--- src/rtl/booth4_pkg.sv ---
// Shared constants and Booth digit decode for the radix-4 multiplier datapath.
package booth4_pkg;

  localparam int unsigned LD_M    = 0;
  localparam int unsigned LD_Q    = 1;
  localparam int unsigned LD_A    = 2;
  localparam int unsigned LD_CNT  = 3;
  localparam int unsigned LD_PROD = 4;

  localparam logic [2:0] A_CLR = 3'b000;
  localparam logic [2:0] A_ADD = 3'b001;
  localparam logic [2:0] A_SHR = 3'b010;

  localparam logic Q_LOAD   = 1'b0;
  localparam logic Q_SHIFT  = 1'b1;
  localparam logic CNT_INIT = 1'b0;
  localparam logic CNT_DEC  = 1'b1;

  // Booth digit codes {Q[1],Q[0],qm1}
  localparam logic [2:0] DIG_Z0  = 3'b000;
  localparam logic [2:0] DIG_P1A = 3'b001;
  localparam logic [2:0] DIG_P1B = 3'b010;
  localparam logic [2:0] DIG_P2  = 3'b011;
  localparam logic [2:0] DIG_M2  = 3'b100;
  localparam logic [2:0] DIG_M1A = 3'b101;
  localparam logic [2:0] DIG_M1B = 3'b110;
  localparam logic [2:0] DIG_Z1  = 3'b111;

  typedef enum logic [2:0] {
    PP_ZERO = 3'd0,
    PP_POS1 = 3'd1,
    PP_POS2 = 3'd2,
    PP_NEG1 = 3'd3,
    PP_NEG2 = 3'd4
  } pp_sel_e;

  function automatic pp_sel_e booth_decode(input logic [2:0] digit);
    case (digit)
      DIG_P1A, DIG_P1B: return PP_POS1;
      DIG_P2:           return PP_POS2;
      DIG_M2:           return PP_NEG2;
      DIG_M1A, DIG_M1B: return PP_NEG1;
      default:          return PP_ZERO;
    endcase
  endfunction

endpackage

--- src/rtl/booth4_pp_gen.sv ---
// Radix-4 Booth partial-product generator: digit and multiplicand to a
// sign-extended WIDTH+2 bit addend.
module booth4_pp_gen
  import booth4_pkg::*;
#(
  parameter int unsigned WIDTH = 8
) (
  input  logic [2:0]       digit,
  input  logic [WIDTH-1:0] m,
  output logic [WIDTH+1:0] pp_c
);

  localparam int unsigned AW = WIDTH + 2;

  logic [AW-1:0] m1_ext;
  logic [AW-1:0] m2_ext;

  assign m1_ext = {{2{m[WIDTH-1]}}, m};
  assign m2_ext = {m[WIDTH-1], m, 1'b0};

  always_comb begin
    pp_c = '0;
    case (booth_decode(digit))
      PP_POS1: pp_c = m1_ext;
      PP_POS2: pp_c = m2_ext;
      PP_NEG1: pp_c = AW'(~m1_ext + AW'(1));
      PP_NEG2: pp_c = AW'(~m2_ext + AW'(1));
      default: pp_c = '0;
    endcase
  end

endmodule

--- src/rtl/booth4_datapath.sv ---
// Radix-4 Booth signed multiplier datapath: executes controller load/select
// strobes on M, A, Q/qm1, iteration counter and product registers.
module booth4_datapath
  import booth4_pkg::*;
#(
  parameter int unsigned WIDTH = 8
) (
  input  logic               clk,
  input  logic               rst,
  input  logic [WIDTH-1:0]   data_in,
  input  logic [4:0]         ld,
  input  logic [4:0]         sel,
  output logic               flag,
  output logic [2:0]         digit,
  output logic [2*WIDTH-1:0] product
);

  localparam int unsigned ITER = WIDTH / 2;
  localparam int unsigned CW   = $clog2(ITER + 1);
  localparam int unsigned AW   = WIDTH + 2;

  logic [WIDTH-1:0] m;
  logic [AW-1:0]    a;
  logic [WIDTH-1:0] q;
  logic             qm1;
  logic [CW-1:0]    count;
  logic [AW-1:0]    pp_c;

  booth4_pp_gen #(.WIDTH(WIDTH)) u_pp_gen (
    .digit (digit),
    .m     (m),
    .pp_c  (pp_c)
  );

  assign digit = {q[1:0], qm1};
  assign flag  = (count == '0);

  // Every register samples pre-edge values, so a combined shift step moves
  // the old A[1:0] into Q while A shifts.
  always_ff @(posedge clk) begin
    if (rst) begin
      m       <= '0;
      a       <= '0;
      q       <= '0;
      qm1     <= 1'b0;
      count   <= '0;
      product <= '0;
    end else begin
      if (ld[LD_M]) m <= data_in;

      if (ld[LD_A]) begin
        case (sel[2:0])
          A_CLR:   a <= '0;
          A_ADD:   a <= a + pp_c;
          A_SHR:   a <= {a[AW-1], a[AW-1], a[AW-1:2]};
          default: a <= a;
        endcase
      end

      if (ld[LD_Q]) begin
        if (sel[3] == Q_LOAD) begin
          q   <= data_in;
          qm1 <= 1'b0;
        end else begin
          q   <= {a[1:0], q[WIDTH-1:2]};
          qm1 <= q[1];
        end
      end

      if (ld[LD_CNT]) begin
        if (sel[4] == CNT_INIT) begin
          count <= CW'(ITER);
        end else if (count != '0) begin
          count <= count - CW'(1);
        end
      end

      if (ld[LD_PROD]) product <= {a[WIDTH-1:0], q};
    end
  end

endmodule

--- config.mk ---
export PLATFORM = sky130hd
export DESIGN_NAME = booth4_datapath
export DESIGN_NICKNAME = d
export VERILOG_FILES = /design/src/rtl/booth4_pkg.sv /design/src/rtl/booth4_pp_gen.sv /design/src/rtl/booth4_datapath.sv
export SDC_FILE = /design/constraint.sdc
export NUM_CORES = 1
export LEC_CHECK = 0
export CAP_MARGIN = 20
export CORE_ASPECT_RATIO = 2
export CORE_MARGIN = 1
export CORE_UTILIZATION = 55
export DETAILED_ROUTE_END_ITERATION = 10
export GPL_ROUTABILITY_DRIVEN = 0
export HOLD_SLACK_MARGIN = 0.12
export PLACE_DENSITY = 0.91
export SLEW_MARGIN = 20
export SYNTH_ARGS = -nofsm -noshare
export SYNTH_HDL_FRONTEND = slang
export SYNTH_SLANG_ARGS = --single-unit
--- constraint.sdc ---
create_clock -name clk -period 3.65 [get_ports clk]
set_input_delay 0.73 -clock clk [delete_from_list [all_inputs] [get_ports clk]]
set_output_delay 0.73 -clock clk [all_outputs]
set_load 0.02 [all_outputs]
**Word-level counts from Yosys, hierarchy flattened**

Cells that the tools add are included.

- Add/sub/neg operators: 4
- Equality and inequality tests: 13
- Multiplexer cells: 7
- Bitwise operators: 3
- Reduce and logical (&&, ||, !) cells: 10

Operators by type and width:

| operator | count |
|---|---|
| $pmux W10 S4 | 1 |
| $pmux W10 S3 | 1 |
| $add A10 B1 Y10 const B | 2 |
| $not A10 Y10 | 2 |
| $eq A3 B2 Y1 const B | 5 |
| $eq A3 B3 Y1 const B | 4 |
| $pmux W3 S4 | 1 |
| $add A10 B10 Y10 | 1 |
| $eq A3 B1 Y1 const B | 3 |
| $mux W8 | 1 |
| $logic_not A3 Y1 | 2 |
| $mux W3 | 2 |
| $reduce_bool A3 Y1 | 2 |
| $reduce_and A2 Y1 | 2 |
| $reduce_or A2 Y1 | 2 |
| $reduce_and A3 Y1 | 1 |
| $sub A3 B1 Y3 const B | 1 |
| $ne A2 B1 Y1 const B | 1 |
| $reduce_bool A2 Y1 | 1 |
| $mux W1 | 1 |
| $not A1 Y1 | 1 |

- Bits in registers: 46
- Bits of input ports: 20
- Output and inout bits: 20
- Logic and storage cells: 44

**Depth between registers and ports, before layout**

Gate-level depths: netlist (run 1).

- Depth after elaboration: 7
- Depth in mapped cells: 15
- Depth with buffers taken out: 15

**Cells and area by module**

A second synthesis (run 1) with hierarchy kept.

- Cells, all modules: 362
- Area, all modules: 2982.9 µm²

By module, submodules not included:

| module | times used | cells each | area an instance (µm²) | seq. area each (µm²) |
|---|---|---|---|---|
| booth4_datapath | 1 | 265 | 2341.0 | 920.9 |
| booth4_pp_gen | 1 | 97 | 641.9 | 0.0 |

**Worst setup path before layout (run 1)**

No wires, ideal clock.

- Path type: flip-flop to flip-flop
- Start point: register qm1
- End point: register a[8]
- Setup time: 0.079 ns
- Data arrival time: 2.923 ns
- Required time: 3.571 ns
- Path slack: 0.648 ns
- Stages on the path, launching flop included: 15
- Path buffers: 2
- Clock period less this slack: 3.002 ns
- Path through: dfxtp_1 > clkbuf_1 > buf_1 > mux2i_1 > nor2_1 > nor3_1 > a21oi_1 > ha_1 > nor2b_1 > o21ai_0 > nand2b_1 > a21o_1 > a221o_1 > or3_1 > o211ai_1

- Word-level cells in the longest chain between the ends: 7
- Elaborated cells between the ends (all ways): 16
- Classes of those cells: add/sub: 1; eq/ne: 10; mux: 3; reduce/logical: 2

RTL lines:

| element | line | text |
|---|---|---|
| start: declaration | booth4_datapath.sv:25 | `logic qm1;` |
| start signal: assignment | booth4_datapath.sv:66 | `qm1 <= q[1];` |
| $eq A3 B3 Y1 (tied with other cells) | booth4_pkg.sv:38 | `case (digit)` |
| $reduce_or A2 Y1 | booth4_pkg.sv:38 |  |
| $pmux W3 S4 (*) | booth4_pkg.sv:38 |  |
| $eq A3 B3 Y1 (tied with other cells) | booth4_pp_gen.sv:23 | `case (booth_decode(digit))` |
| $pmux W10 S4 (*) | booth4_pp_gen.sv:23 |  |
| $add A10 B10 Y10 (*) | booth4_datapath.sv:54 | `A_ADD: a <= a + pp_c;` |
| $pmux W10 S3 (*) | booth4_datapath.sv:52 | `case (sel[2:0])` |
| end signal: assignment | booth4_datapath.sv:54 |  |
| end signal: assignment | booth4_datapath.sv:55 | `A_SHR: a <= {a[AW-1], a[AW-1], a[AW-1:2]};` |
| end: declaration | booth4_datapath.sv:23 | `logic [AW-1:0] a;` |

Every way passes the cells marked *; elsewhere a longest branch is shown, timed or not.
A chain may end at the register's enable or synchronous reset.

**Worst setup path after layout (run 1)**

- Start point: register m[0]
- End point: register a[9]

- Word-level cells in the longest chain between the ends: 5
- Elaborated cells between the ends (all ways): 7
- Classes of those cells: add/sub: 3; mux: 2; bitwise: 2

RTL lines:

| element | line | text |
|---|---|---|
| start: declaration | booth4_datapath.sv:22 | `logic [WIDTH-1:0] m;` |
| start signal: assignment | booth4_datapath.sv:49 | `if (ld[LD_M]) m <= data_in;` |
| $not A10 Y10 (on tied branches) | booth4_pp_gen.sv:26, booth4_pp_gen.sv:27 |  |
| $add A10 B1 Y10 (on tied branches) | booth4_pp_gen.sv:26, booth4_pp_gen.sv:27 |  |
| $pmux W10 S4 (*) | booth4_pp_gen.sv:23 |  |
| $add A10 B10 Y10 (*) | booth4_datapath.sv:54 |  |
| $pmux W10 S3 (*) | booth4_datapath.sv:52 |  |

Marked as above.

==> results of run 1 <==
[metal layers]
metal | part of all wire, % | track usage (%)
met5 | 0 | 0
met4 | 4.6 | 16.54
met3 | 3.9 | 3.818
met2 | 55 | 48.73
met1 | 37 | 29.60
[placed cells by master (no fill, tap or decap), drive strengths merged, types with 7 or more instances in the layout]
cell / instances
nor2: 60
dfxtp: 46
mux2i: 39
clkdlybuf4s50: 39
nand2: 30
a21oi: 17
o21ai: 15
a211oi: 14
ha: 12
inv: 10
a22oi: 8
nand2b: 7
[power groups by stage]
stage	registers [µW]	logic (µW)	clock network (µW)
final	563	277	310
after global placement	572	264	0
after detailed placement	574	273	0
after CTS	562	275	313
after floorplan	565	196	0
after global routing	566	305	331
[critical path, cell delays in order (launching register included)]
cell and delay [ps]:
sky130_fd_sc_hd__dfxtp_1 360, sky130_fd_sc_hd__nor2_1 330, sky130_fd_sc_hd__nand2_1 160, sky130_fd_sc_hd__nor2_1 130, sky130_fd_sc_hd__xor2_1 230, sky130_fd_sc_hd__o21ai_0 110, sky130_fd_sc_hd__a32oi_1 140, sky130_fd_sc_hd__o21ai_0 120
sky130_fd_sc_hd__ha_1 380, sky130_fd_sc_hd__a21o_1 190, sky130_fd_sc_hd__a211o_1 260, sky130_fd_sc_hd__o22ai_1 150, sky130_fd_sc_hd__xnor2_1 150, sky130_fd_sc_hd__mux2i_1 200, sky130_fd_sc_hd__a21oi_1 80
[worst paths after layout]
check        startpoint  slack [ps]  cells after the start       end
max                m[0]         530                     14      a[9]
max reg2reg        m[0]         530                     14      a[9]
min            count[1]         490                      2  count[1]
min reg2reg    count[1]         490                      2  count[1]
[state kept, by name (all words and copies together), names as in the netlist]
| name | cells |
|---|---|
| qm1 | 1 |
| q | 8 |
| a | 10 |
| m | 8 |
| count | 3 |
| product | 16 |
[per-stage QoR]
step	hold slack [ps]	utilization (%)	instance area, µm²	instances	setup slack (ps)
floorplan	454.4	-	2844	349	648.2
global placement	467.2	65.72	3227	425	677.4
detailed placement	480.5	65.72	3227	425	563.9
CTS	499.9	67.48	3313	433	555.4
global route	528.2	67.48	3313	433	183.9
finish	492.4	67.48	3313	433	527.2
[area by class of cell]
class,instances,share of cell area (%)
clock buffer,6,2.190
clock inverter,2,0.4154
inverter,10,1.133
multi-input combinational,267,53.17
sequential,46,27.79
tap,57,2.153
timing repair buffer,45,13.14
[logic make-up after synthesis]
kind of cell | share of synthesized area, %
multiplexers | 14.12
adder cells (fa/ha/maj) | 5.983
AND/OR/NAND/NOR | 18.70
XOR/XNOR | 3.696
buffers and inverters | 5.675
AO/OA/AOI/OAI | 19.45
flip-flops | 32.38
==> impl_metrics.tcl, run 1 <==
set metrics [dict create \
    area.growth.synth_to_final_pct 16.50 \
    fmaxAchievable_mhz 320.2 \
    synth_edf_count 0 \
    netlist_area_mm2 0.002844 \
    setup_violations 0 \
    cts.reportedPaths.clkPinSlew_ps 80 \
    cts_inserted_buffers 5 \
    synthMostInstantiatedCell "sky130_fd_sc_hd__nor2_1" \
    p_int_uw 789.9 \
    finalNetCount 408 \
    die-width_um 52.85 \
    globalRouteTotalUtil_pct 27.88 \
    rows 36 \
    cts_max_path_buffers 2 \
    post-route-min-period_ps 3123 \
    pwr-share-seq_pct 49.0 \
    fillerInstances 392 \
    route.vias.total 2675 \
    fin_tns_setup_ps 0 \
    fp.dieH_um 103.7 \
    port-buffer-count 39 \
    clk_root_buffer_cell "sky130_fd_sc_hd__clkbuf_8" \
    timing.hold.worst.class "flip-flop to flip-flop" \
    power_switching_uw 360.3 \
    critPathKind "flip-flop to flip-flop" \
    antennaDiodeCount 0 \
    post_synth_inst_count 349 \
    ctsHtreeMaxLevel 2 \
    timing.max_cap.violations 0 \
    grt_pass1_vias 2524 \
    synth.largest_area_cell "sky130_fd_sc_hd__dfxtp_1" \
    cellLeakagePower_uw 0.001404 \
    synthDistinctLibCells 47 \
    firstDrtPassIters 5 \
    synth_async_sr_flop_share_pct 0 \
    netlist_top_cells_count "60 x sky130_fd_sc_hd__nor2_1, 46 x sky130_fd_sc_hd__dfxtp_1, 39 x sky130_fd_sc_hd__mux2i_1" \
    via_per_inst 6.178 \
    timing.critical_path.fanout_max 6 \
    hold_violations 0 \
    maximum_number_of_pins_on_one_net_before_global_route_repair 30 \
    grt_pass1_wl_um 11490 \
    layout-drive-gt1-share_pct 4.787 \
    ant_nets 0 \
    worst_clock_skew_on_the_final_layout_ps 7.278 \
    ys_seq_elements 46 \
    required_ps 3840 \
    arrival_time_of_the_worst_setup_path_ps 3320 \
    timing.slew.headroom_pct 33.47 \
    clkPwrFrac_pct 26.9 \
    num_io_pins 40 \
    start_util_pct 57.93 \
    clock_insertion_delay_worst_skew_ps 310 \
    cts_hold_buffers 0 \
    synth_area_per_cell_um2 8.149 \
    number_of_antenna_violations_at_the_first_check_in_global_routing 0 \
    power.density_cell_area_mw_per_mm2 347.2 \
    cts_setup_buffers 0 \
    drt-initial-drc-count 83 \
    multi_input_comb_area_mm2 0.001762 \
    setup_repair_after_global_routing_missed_its_margin "false" \
    synth_warn 0 \
    dieArea_mm2 0.005480 \
    detailed_place_hpwl_um 5287 \
    synthTopCellsByArea "sky130_fd_sc_hd__dfxtp_1 32%, sky130_fd_sc_hd__mux2i_1 14%, sky130_fd_sc_hd__nor2_1 7.9%" \
    core_area_mm2 0.004910 \
    power_frac_comb_pct 24.1 \
    synthesis.nets 382 \
    routed_wl_um 7004 \
    power.share.switching_pct 31.33 \
    finalCritPeriodShare_pct 85.56 \
    area.sequential_um2 920.9 \
    wl_per_cell_um 16.18 \
    ir_drop_mv 0.4339 \
    run_status "finished clean" \
    route.detailed.drc 0 \
    sequential_to_total_area_share_from_yosys_stat_pct 32.38 \
    worst_setup_path_end_kind "flip-flop" \
    overflow 0 \
    main_flop_type_after_synthesis "sky130_fd_sc_hd__dfxtp_1" \
    clkSinkCount 46 \
    yosys.area.top_type_share_pct 32.38 \
    final_number_of_max_transition_violations 0 \
    worst_margin_slew_ps 994.8 \
    start_kind "flip-flop" \
    cts_resized 0 \
    design_power_total_uw 1150 \
    cts_tree "built" \
]
Power figures use the tool's default switching activity.
==> inputs of run 2 (changes only) <==
--- a/config.mk
+++ b/config.mk
@@ -11,8 +11,8 @@
 export CORE_UTILIZATION = 55
 export DETAILED_ROUTE_END_ITERATION = 10
 export GPL_ROUTABILITY_DRIVEN = 0
-export HOLD_SLACK_MARGIN = 0.12
-export PLACE_DENSITY = 0.91
+export MAX_ROUTING_LAYER = met4
+export PLACE_DENSITY_LB_ADDON = 0.12
 export SLEW_MARGIN = 20
 export SYNTH_ARGS = -nofsm -noshare
 export SYNTH_HDL_FRONTEND = slang
==> run 2 against run 1 <==
Effect of this change:
- utilization down 0.077 points
- critical path depth did not move
- final cell count decreased by 0.23%
- maximum frequency down 2.1%
- clock-buffer cell count shrank 1
- flip-flop and latch count is the same
- non-clock buffer count down 1
- critical path type unchanged
- largest cell class unchanged
- largest power group unchanged
==> impl_metrics.tcl, run 2 (synthesized netlist as in run 1, its figures left out) <==
set metrics [dict create \
    run_status "finished clean" \
    cts_resized 0 \
    setup_repair_after_global_routing_missed_its_margin "false" \
    timing.hold.worst.class "flip-flop to flip-flop" \
    finalNetCount 407 \
    die-width_um 52.85 \
    fmaxAchievable_mhz 313.4 \
    cts_hold_buffers 0 \
    antennaDiodeCount 0 \
    num_io_pins 40 \
    grt_pass1_wl_um 11130 \
    critPathKind "flip-flop to flip-flop" \
    grt_pass1_vias 2393 \
    worst_margin_slew_ps 1012 \
    layout-drive-gt1-share_pct 4.800 \
    core_area_mm2 0.004910 \
    route.vias.total 2556 \
    cts_setup_buffers 0 \
    route.detailed.drc 0 \
    cts.reportedPaths.clkPinSlew_ps 90 \
    setup_violations 0 \
    hold_violations 0 \
    post-route-min-period_ps 3191 \
    maximum_number_of_pins_on_one_net_before_global_route_repair 28 \
    largest_register_ffs 16 \
    ir_drop_mv 0.4140 \
    area.growth.synth_to_final_pct 16.37 \
    largest_register "product" \
    dieArea_mm2 0.005480 \
    power_frac_comb_pct 23.6 \
    drt-initial-drc-count 112 \
    rows 36 \
    ctsHtreeMaxLevel 2 \
    timing.critical_path.fanout_max 6 \
    detailed_place_hpwl_um 5191 \
    final_core_utilization_pct 67.41 \
    cts_tree "built" \
    pwr-share-seq_pct 48.9 \
    wl_per_cell_um 15.93 \
    start_util_pct 57.93 \
    ant_nets 0 \
    clkSinkCount 46 \
    timing.max_cap.violations 0 \
    power.density_cell_area_mw_per_mm2 349.0 \
    final_number_of_max_transition_violations 0 \
    required_ps 3840 \
    p_int_uw 788.9 \
    port-buffer-count 39 \
    layout_commonest_cell "sky130_fd_sc_hd__nor2_1" \
    finalCritPeriodShare_pct 87.42 \
    final_cell_mix "60 x sky130_fd_sc_hd__nor2_1, 46 x sky130_fd_sc_hd__dfxtp_1, 39 x sky130_fd_sc_hd__mux2i_1, 39 x sky130_fd_sc_hd__clkdlybuf4s50_1, 30 x sky130_fd_sc_hd__nand2_1" \
    hp-start "count[1]" \
    firstDrtPassIters 4 \
    fp.dieH_um 103.7 \
    clock_insertion_delay_worst_skew_ps 310 \
    cellLeakagePower_uw 0.001398 \
    cts_inserted_buffers 5 \
    globalRouteTotalUtil_pct 27.76 \
    clk_root_buffer_cell "sky130_fd_sc_hd__clkbuf_8" \
    start_kind "flip-flop" \
    cts_max_path_buffers 2 \
    largestRegisters "product x16, a x10" \
    arrival_time_of_the_worst_setup_path_ps 3390 \
    routed_wl_um 6882 \
    number_of_antenna_violations_at_the_first_check_in_global_routing 0 \
    power_switching_uw 365.9 \
    first_element_of_the_critical_path "m[1]" \
    clkPwrFrac_pct 27.5 \
    timing.slew.headroom_pct 32.35 \
    fin_tns_setup_ps 0 \
    power.share.switching_pct 31.69 \
    worst_setup_path_end_kind "flip-flop" \
    timing.rr.start "m[1]" \
    via_per_inst 5.917 \
    worst_clock_skew_on_the_final_layout_ps 9.345 \
    overflow 0 \
]
-- run 2: changes by cell type in the layout (fill, tap and decap cells not counted) --
cell / change
sky130_fd_sc_hd__buf_4: -1
sky130_fd_sc_hd__clkbuf_1: -1
sky130_fd_sc_hd__clkinvlp_4: +1
-- run 2: final cells by class --
cell class	count	area (µm²)
clock buffers	5	68.82
clock inverters	3	21.27
fillers	458	1600
inverters	10	37.54
multi-input cells	267	1762
flip-flops and latches	46	920.9
well taps	57	71.32
repair buffers	44	427.9
-- run 2: path summary, 6_finish.rpt --
kind,to,slack (ps),depth (start not counted)
worst max-delay path,a[9],460,14
worst min-delay path,count[1],490,2
worst max register to register,a[9],460,14
worst min register to register,count[1],490,2
-- run 2: per-layer routing --
layer	vias up	GRT usage [%]	share of wire, %	routed length, µm
met3	23	5.433	3.3	230
met5	-	-	0	0
met2	58	45.57	53	3656
li1	1277	-	-	-
met4	0	12.59	3.5	244
met1	1198	31.04	40	2750
-- run 2: worst max-delay path, stage by stage (launching register included) --
cell and delay [ps]:
sky130_fd_sc_hd__dfxtp_1 360, sky130_fd_sc_hd__nor2_1 300, sky130_fd_sc_hd__nand2_1 160, sky130_fd_sc_hd__nor2_1 140, sky130_fd_sc_hd__xor2_1 250, sky130_fd_sc_hd__o21ai_0 110, sky130_fd_sc_hd__a32oi_1 150, sky130_fd_sc_hd__o21ai_0 130
sky130_fd_sc_hd__ha_1 390, sky130_fd_sc_hd__a21o_1 200, sky130_fd_sc_hd__a211o_1 260, sky130_fd_sc_hd__o22ai_1 190, sky130_fd_sc_hd__xnor2_1 160, sky130_fd_sc_hd__mux2i_1 200, sky130_fd_sc_hd__a21oi_1 70
-- run 2: power groups by stage --
stage               sequential (µW)  combinational, µW  clock, µW
floorplan                       565                196          0
global placement                575                266          0
detailed placement              575                270          0
CTS                             564                272        326
global route                    569                301        342
finish                          565                272        318
-- run 2: metrics by stage --
stage                     setup WS [ps]  instances  power [µW]  hold WS (ps)  instance area [µm²]
after CTS                         486.5        432        1162         497.1                 3309
after floorplan                   648.2        349       760.8         454.4                 2844
after detailed placement          501.5        424       845.7         476.3                 3219
after global routing              251.4        432        1212         533.9                 3309
final                             459.2        432        1155         491.2                 3309
after global placement            593.4        424       840.5         473.6                 3219
